$ cat src/rtl/axis_sync_pkt_fifo.sv
// -----------------------------------------------------------------------------
// axis_sync_pkt_fifo
//
// Single-clock AXI-Stream FIFO for {tdata, tkeep, tlast} with first-word
// fall-through output, occupancy (level) and stored-packet (pkt_count) status.
//
// Optional build macro: AXIS_FIFO_PKT_MODE_EN
//   undefined : cut-through; m_tvalid whenever the FIFO holds a beat.
//   defined   : store-and-forward; m_tvalid only once a complete packet
//               (a beat with tlast) is stored, or when the FIFO is full so an
//               oversize packet cannot deadlock.
//
// Parameters
//   DATA_WIDTH : tdata width in bits (multiple of 8)
//   ADDR_DEPTH : log2 of the number of entries
//
// Ports
//   aclk, areset_n           clock, asynchronous active-low reset
//   s_tdata/s_tkeep/s_tlast  ingress beat
//   s_tvalid / s_tready      ingress handshake (s_tready is a register)
//   m_tdata/m_tkeep/m_tlast  egress beat, zero whenever m_tvalid is low
//   m_tvalid / m_tready      egress handshake
//   level                    entries stored, 0..DEPTH
//   pkt_count                stored entries carrying tlast
// -----------------------------------------------------------------------------
module axis_sync_pkt_fifo #(
    parameter int DATA_WIDTH = 32,
    parameter int ADDR_DEPTH = 4
) (
    input  logic                    aclk,
    input  logic                    areset_n,
    input  logic [DATA_WIDTH-1:0]   s_tdata,
    input  logic [DATA_WIDTH/8-1:0] s_tkeep,
    input  logic                    s_tlast,
    input  logic                    s_tvalid,
    output logic                    s_tready,
    output logic [DATA_WIDTH-1:0]   m_tdata,
    output logic [DATA_WIDTH/8-1:0] m_tkeep,
    output logic                    m_tlast,
    output logic                    m_tvalid,
    input  logic                    m_tready,
    output logic [ADDR_DEPTH:0]     level,
    output logic [ADDR_DEPTH:0]     pkt_count
);

    localparam int KEEP_WIDTH  = DATA_WIDTH / 8;
    localparam int DEPTH       = 2 ** ADDR_DEPTH;
    localparam int ENTRY_WIDTH = DATA_WIDTH + KEEP_WIDTH + 1;

    localparam logic [ADDR_DEPTH:0]   LEVEL_FULL = (ADDR_DEPTH + 1)'(DEPTH);
    localparam logic [ADDR_DEPTH:0]   LEVEL_ONE  = (ADDR_DEPTH + 1)'(1);
    localparam logic [ADDR_DEPTH-1:0] PTR_ONE    = ADDR_DEPTH'(1);

    // Storage: entry layout is {tdata, tkeep, tlast}.
    logic [ENTRY_WIDTH-1:0] mem [DEPTH];

    logic [ADDR_DEPTH-1:0] wr_ptr_reg;
    logic [ADDR_DEPTH-1:0] rd_ptr_reg;
    logic [ADDR_DEPTH:0]   level_reg;
    logic [ADDR_DEPTH:0]   level_next;
    logic [ADDR_DEPTH:0]   pkt_count_reg;
    logic [ADDR_DEPTH:0]   pkt_count_next;
    logic                  s_tready_reg;

    logic                  push;
    logic                  pop;
    logic                  m_tvalid_int;
    logic [ENTRY_WIDTH-1:0] head;
    logic [DATA_WIDTH-1:0] head_data;
    logic [KEEP_WIDTH-1:0] head_keep;
    logic                  head_last;
    logic                  pkt_inc;
    logic                  pkt_dec;

    // Head of queue is read asynchronously so the oldest beat is presented
    // in the cycle right after it is written (fall-through).
    assign head      = mem[rd_ptr_reg];
    assign head_data = head[ENTRY_WIDTH-1 -: DATA_WIDTH];
    assign head_keep = head[KEEP_WIDTH:1];
    assign head_last = head[0];

`ifdef AXIS_FIFO_PKT_MODE_EN
    // Release only complete packets; a full FIFO also releases so a packet
    // longer than the storage streams out instead of deadlocking.
    assign m_tvalid_int = (level_reg != '0) &&
                          ((pkt_count_reg != '0) || (level_reg == LEVEL_FULL));
`else
    assign m_tvalid_int = (level_reg != '0);
`endif

    // s_tready_reg is already low at full, so push never overflows; pop is
    // gated by m_tvalid_int, so it never underflows.
    assign push    = s_tvalid & s_tready_reg;
    assign pop     = m_tvalid_int & m_tready;
    assign pkt_inc = push & s_tlast;
    assign pkt_dec = pop & head_last;

    always_comb begin
        level_next = level_reg;
        unique case ({push, pop})
            2'b10:   level_next = level_reg + LEVEL_ONE;
            2'b01:   level_next = level_reg - LEVEL_ONE;
            default: level_next = level_reg;
        endcase
    end

    always_comb begin
        pkt_count_next = pkt_count_reg;
        unique case ({pkt_inc, pkt_dec})
            2'b10:   pkt_count_next = pkt_count_reg + LEVEL_ONE;
            2'b01:   pkt_count_next = pkt_count_reg - LEVEL_ONE;
            default: pkt_count_next = pkt_count_reg;
        endcase
    end

    always_ff @(posedge aclk or negedge areset_n) begin
        if (!areset_n) begin
            wr_ptr_reg    <= '0;
            rd_ptr_reg    <= '0;
            level_reg     <= '0;
            pkt_count_reg <= '0;
            s_tready_reg  <= 1'b0;
        end else begin
            if (push) begin
                wr_ptr_reg <= wr_ptr_reg + PTR_ONE;
            end
            if (pop) begin
                rd_ptr_reg <= rd_ptr_reg + PTR_ONE;
            end
            level_reg     <= level_next;
            pkt_count_reg <= pkt_count_next;
            // Looking at level_next lets a pop at full reopen the input on
            // the very next cycle without depending on m_tready combinationally.
            s_tready_reg  <= (level_next != LEVEL_FULL);
        end
    end

    // Storage is intentionally not reset.
    always_ff @(posedge aclk) begin
        if (push) begin
            mem[wr_ptr_reg] <= {s_tdata, s_tkeep, s_tlast};
        end
    end

    // Egress beat is masked to zero per byte lane whenever it is not valid.
    genvar gi;
    generate
        for (gi = 0; gi < KEEP_WIDTH; gi++) begin : g_lane
            assign m_tdata[gi*8 +: 8] = m_tvalid_int ? head_data[gi*8 +: 8] : 8'h00;
            assign m_tkeep[gi]        = m_tvalid_int & head_keep[gi];
        end
    endgenerate

    assign m_tlast   = m_tvalid_int & head_last;
    assign m_tvalid  = m_tvalid_int;
    assign s_tready  = s_tready_reg;
    assign level     = level_reg;
    assign pkt_count = pkt_count_reg;

endmodule

$ cat config.mk
export PLATFORM = sky130hd
export DESIGN_NAME = axis_sync_pkt_fifo
export DESIGN_NICKNAME = d
export VERILOG_FILES = /design/src/rtl/axis_sync_pkt_fifo.sv
export SDC_FILE = /design/constraint.sdc
export NUM_CORES = 1
export LEC_CHECK = 0
export CORE_MARGIN = 1
export CORE_UTILIZATION = 45
export CTS_CLUSTER_DIAMETER = 60
export DETAILED_ROUTE_END_ITERATION = 8
export REMOVE_ABC_BUFFERS = 1
export SLEW_MARGIN = 30
export SYNTH_ARGS = -nofsm -noshare
export SYNTH_HDL_FRONTEND = slang
export SYNTH_SLANG_ARGS = --single-unit
$ cat constraint.sdc
create_clock -name aclk -period 6.55 [get_ports aclk]
set_input_delay 0.655 -clock aclk [delete_from_list [all_inputs] [get_ports aclk]]
set_output_delay 0.655 -clock aclk [all_outputs]
set_load 0.03 [all_outputs]
==> impl_results.md <==
* Antenna violations before repair at 1
* P_leak at roughly 8.7 nW
* Final slew viol count at 0
* Min Tclk post-route at approximately 4700 ps
* Number of DRC markers after the initial detailed-route iteration at about 930
* # IOs at 90
* H-Tree Depth at 3
* Sink Count at around 610
* Post-DP HPWL at ~25000 microns
* CP max-delay cell: dfrtp_4
* Root buf cell: clkbuf_16
* Fmax at around 210 MHz
* Worst slack, placed at 2420 ps
* Fin Hold WS at between 20 and 30 ps
* Fin nets at approximately 1200
* First-pass GRT wire length at around 75000 microns
* WL/cell at between 20 and 30 microns
* Setup TNS at 0 ps
* Initial Util at between 40% and 50%
* Final period util at 71.3%
* Post-synth cell types at 44
* Max-cap viol count at 0
* Clk buf depth at 3
* Clk Latency, worst-skew pair at approximately 600 ps
* PD cells at around 470 nW/um^2
* Worst-path fanout max at between 50 and 60
* Share of cells above drive strength 1 at ~28%
* Largest net degree at the start of global routing at between 80 and 90
* Post-synthesis register bit count at approximately 610
* Mapped Cells at 1000
* Row cnt at 83
* Most frequent cell on the critical path: mux4_2
* Cell taking the most area after synthesis: edfxtp_1
* Non-filler cells, final at between 1500 and 2000
* Total Routing Usage GR at between 10% and 20%
* Fin area at ~28000 sq um
* Worst VDD drop at roughly 0.33 mV
* Num CTS Buffers at 67
* Final hold viol count at 0
* # setup viols final at 0
* Die Y at 231 microns
* Synth async-reset ratio at under 10%
* Top_reg_cell synth: edfxtp_1
* Yosys top cell area share at ~75%
* RR Endpoint: pkt_count[4]
* Crit path required time at around 6000 ps
* Crit path largest cell delay at approximately 960 ps
* Worst EP arrival at 4010 ps
* DRT antenna net count at 0
* Hold Path Class: primary input to asynchronous set/reset pin
* # DRC at 0
* Clock slew at reported path FFs at 60 ps
* Worst Skew at 23.3 ps
* Setup repair bufs after CTS at 0
* Routed vias/inst at ~5.7
* Core area at slightly above 50000 sq um
* Outcome: finished clean
* Worst r2r path cells at 12
* CTS resizes at 0
* Kind of critical path: register to primary output
* Hold-fix buffer count after cts at 0
* Number of flops mapped to enable cells by yosys at 592
* Syn Area/Cell at ~24 sq um
* Max reg flops at 592
* Crit-path cells: buf_12 > mux4_2 > mux4_2 > and2_1 > clkdlybuf4s50_1
* Post-Syn Area at ~24000 sq um
* Cell Area, Placed at 25500 sq um
* DR vias at 10600
* Dpl cells at 1739
* Sequential share of the synthesized area at 77.1%
* Layout area overhead at 16.9%
* Die width at roughly 230 microns
* Reg2reg setup slack at around 2900 ps
* TritonRoute pass-1 iters at 8
* Startpoint Class: register
* RSZ-0062 raised after global routing: false
* Worst setup margin at 1880 ps
* Final core occ at between 50% and 60%
* Congestion Overflow GR at 0
* Die Area at around 54000 sq um
* Synth Warn # at 0
* GPL Wtd Cong at 0.754
* Slew Limit Headroom at 38.9%
* Slew @ Worst Pin at 912 ps
* TritonCTS clock tree: yes
* Area contributors post-synth: edfxtp_1, mux4_2, dfrtp_1
* Worst r2r src: rd_ptr_reg[1]
* Total power at 13.0 mW
* # fillers at between 3000 and 4000
* Crit. End Element: primary output
* Routed WL at 50400 microns
* Number of port buffers at just under 90
* N_diodes at 0
* Vias in the first global route at 11200
==> worst max-delay path, delay by kind of cell (launching register included) <==
family | cells | cell delay, ps
buffers and inverters | 2 | 1100
muxes | 2 | 1070
DFF | 1 | 960
and+or+nand+nor | 1 | 220
==> per-layer routing <==
| metal | share of wire, % | vias up | GRT usage, % |
|---|---|---|---|
| li1 | - | 4516 | - |
| met1 | 43 | 5708 | 27.4 |
| met2 | 50 | 282 | 31.9 |
| met3 | 5.5 | 54 | 3.69 |
| met4 | 1.5 | 0 | 5.22 |
| met5 | 0 | - | 0 |
==> where the power goes <==
group / internal [mW] / total [mW] / switching [mW] / leakage, nW
combinational: 2.06 / 4.22 / 2.17 / 2.08
sequential: 4.74 / 5.07 / 0.320 / 5.57
clock: 2.21 / 3.72 / 1.52 / 1.07
total: 9.00 / 13.0 / 4.01 / 8.72
==> cells by family (layout without fill, tap and decap cells) <==
kind of cell    Yosys count  after routing  synth area share (%)
flops                   611            611                  77.1
mux                     189            189                  17.7
simple gates             93             93                  2.10
buf+inv                  61            238                  1.30
compound gates           21             21                 0.618
xor+xnor                 13             13                 0.481
fa+ha+maj                12             12                 0.666
==> worst max path at each step <==
stage                  start           end  depth (start not counted)
3_3_place_gp   rd_ptr_reg[0]   m_tdata[17]                          5
4_1_cts        rd_ptr_reg[0]   m_tdata[10]                          5
6_report       rd_ptr_reg[0]   m_tdata[10]                          5
2_1_floorplan  rd_ptr_reg[0]  pkt_count[4]                         13
3_5_place_dp   rd_ptr_reg[0]   m_tdata[17]                          5
5_1_grt        rd_ptr_reg[0]    m_tdata[9]                          5
==> synth_stat cells (3+ instances only) <==
| library cell | instances |
|---|---|
| ha_1 | 11 |
| a21oi_1 | 4 |
| inv_1 | 8 |
| o21ai_1 | 3 |
| dfrtp_1 | 19 |
| edfxtp_1 | 592 |
| nand3_1 | 3 |
| mux4_2 | 184 |
| nor2_1 | 20 |
| nor3_1 | 6 |
| xnor2_1 | 8 |
| xor2_1 | 5 |
| buf_2 | 6 |
| a21o_1 | 3 |
| clkbuf_1 | 34 |
| buf_6 | 8 |
| and2_1 | 37 |
| buf_4 | 3 |
| nand2_1 | 15 |
==> cell type report <==
type / count / area (sq um) / share of cell area [%]
Tap cell: 680 / 851 / 3.07
Sequential cell: 611 / 18300 / 66.0
Clock inverter: 37 / 388 / 1.40
Clock buffer: 81 / 1790 / 6.48
Multi-Input combinational cell: 328 / 5230 / 18.9
Timing Repair Buffer: 111 / 1110 / 4.01
Inverter: 9 / 36.3 / 0.131
==> cells in the final DEF, fill, tap and decap left out, types with 3 or more instances in the layout <==
cell type and instances:
clkinv_1 10, clkbuf_16 70, a21oi_1 4, xor2_1 5, bufinv_16 6, dfrtp_1 15
edfxtp_1 592, nor2_4 12, clkdlybuf4s50_1 88, nor3_2 3, nand2_1 15, dfrtp_4 3
and2_1 37, ha_1 11, xnor2_1 8, mux4_2 184, clkbuf_1 11, nor2_1 8
inv_6 5, inv_1 8, buf_12 3, clkinv_2 10, a21o_1 3, nand3_1 3
o21ai_1 3, buf_4 18
Power figures use the tool's default switching activity.
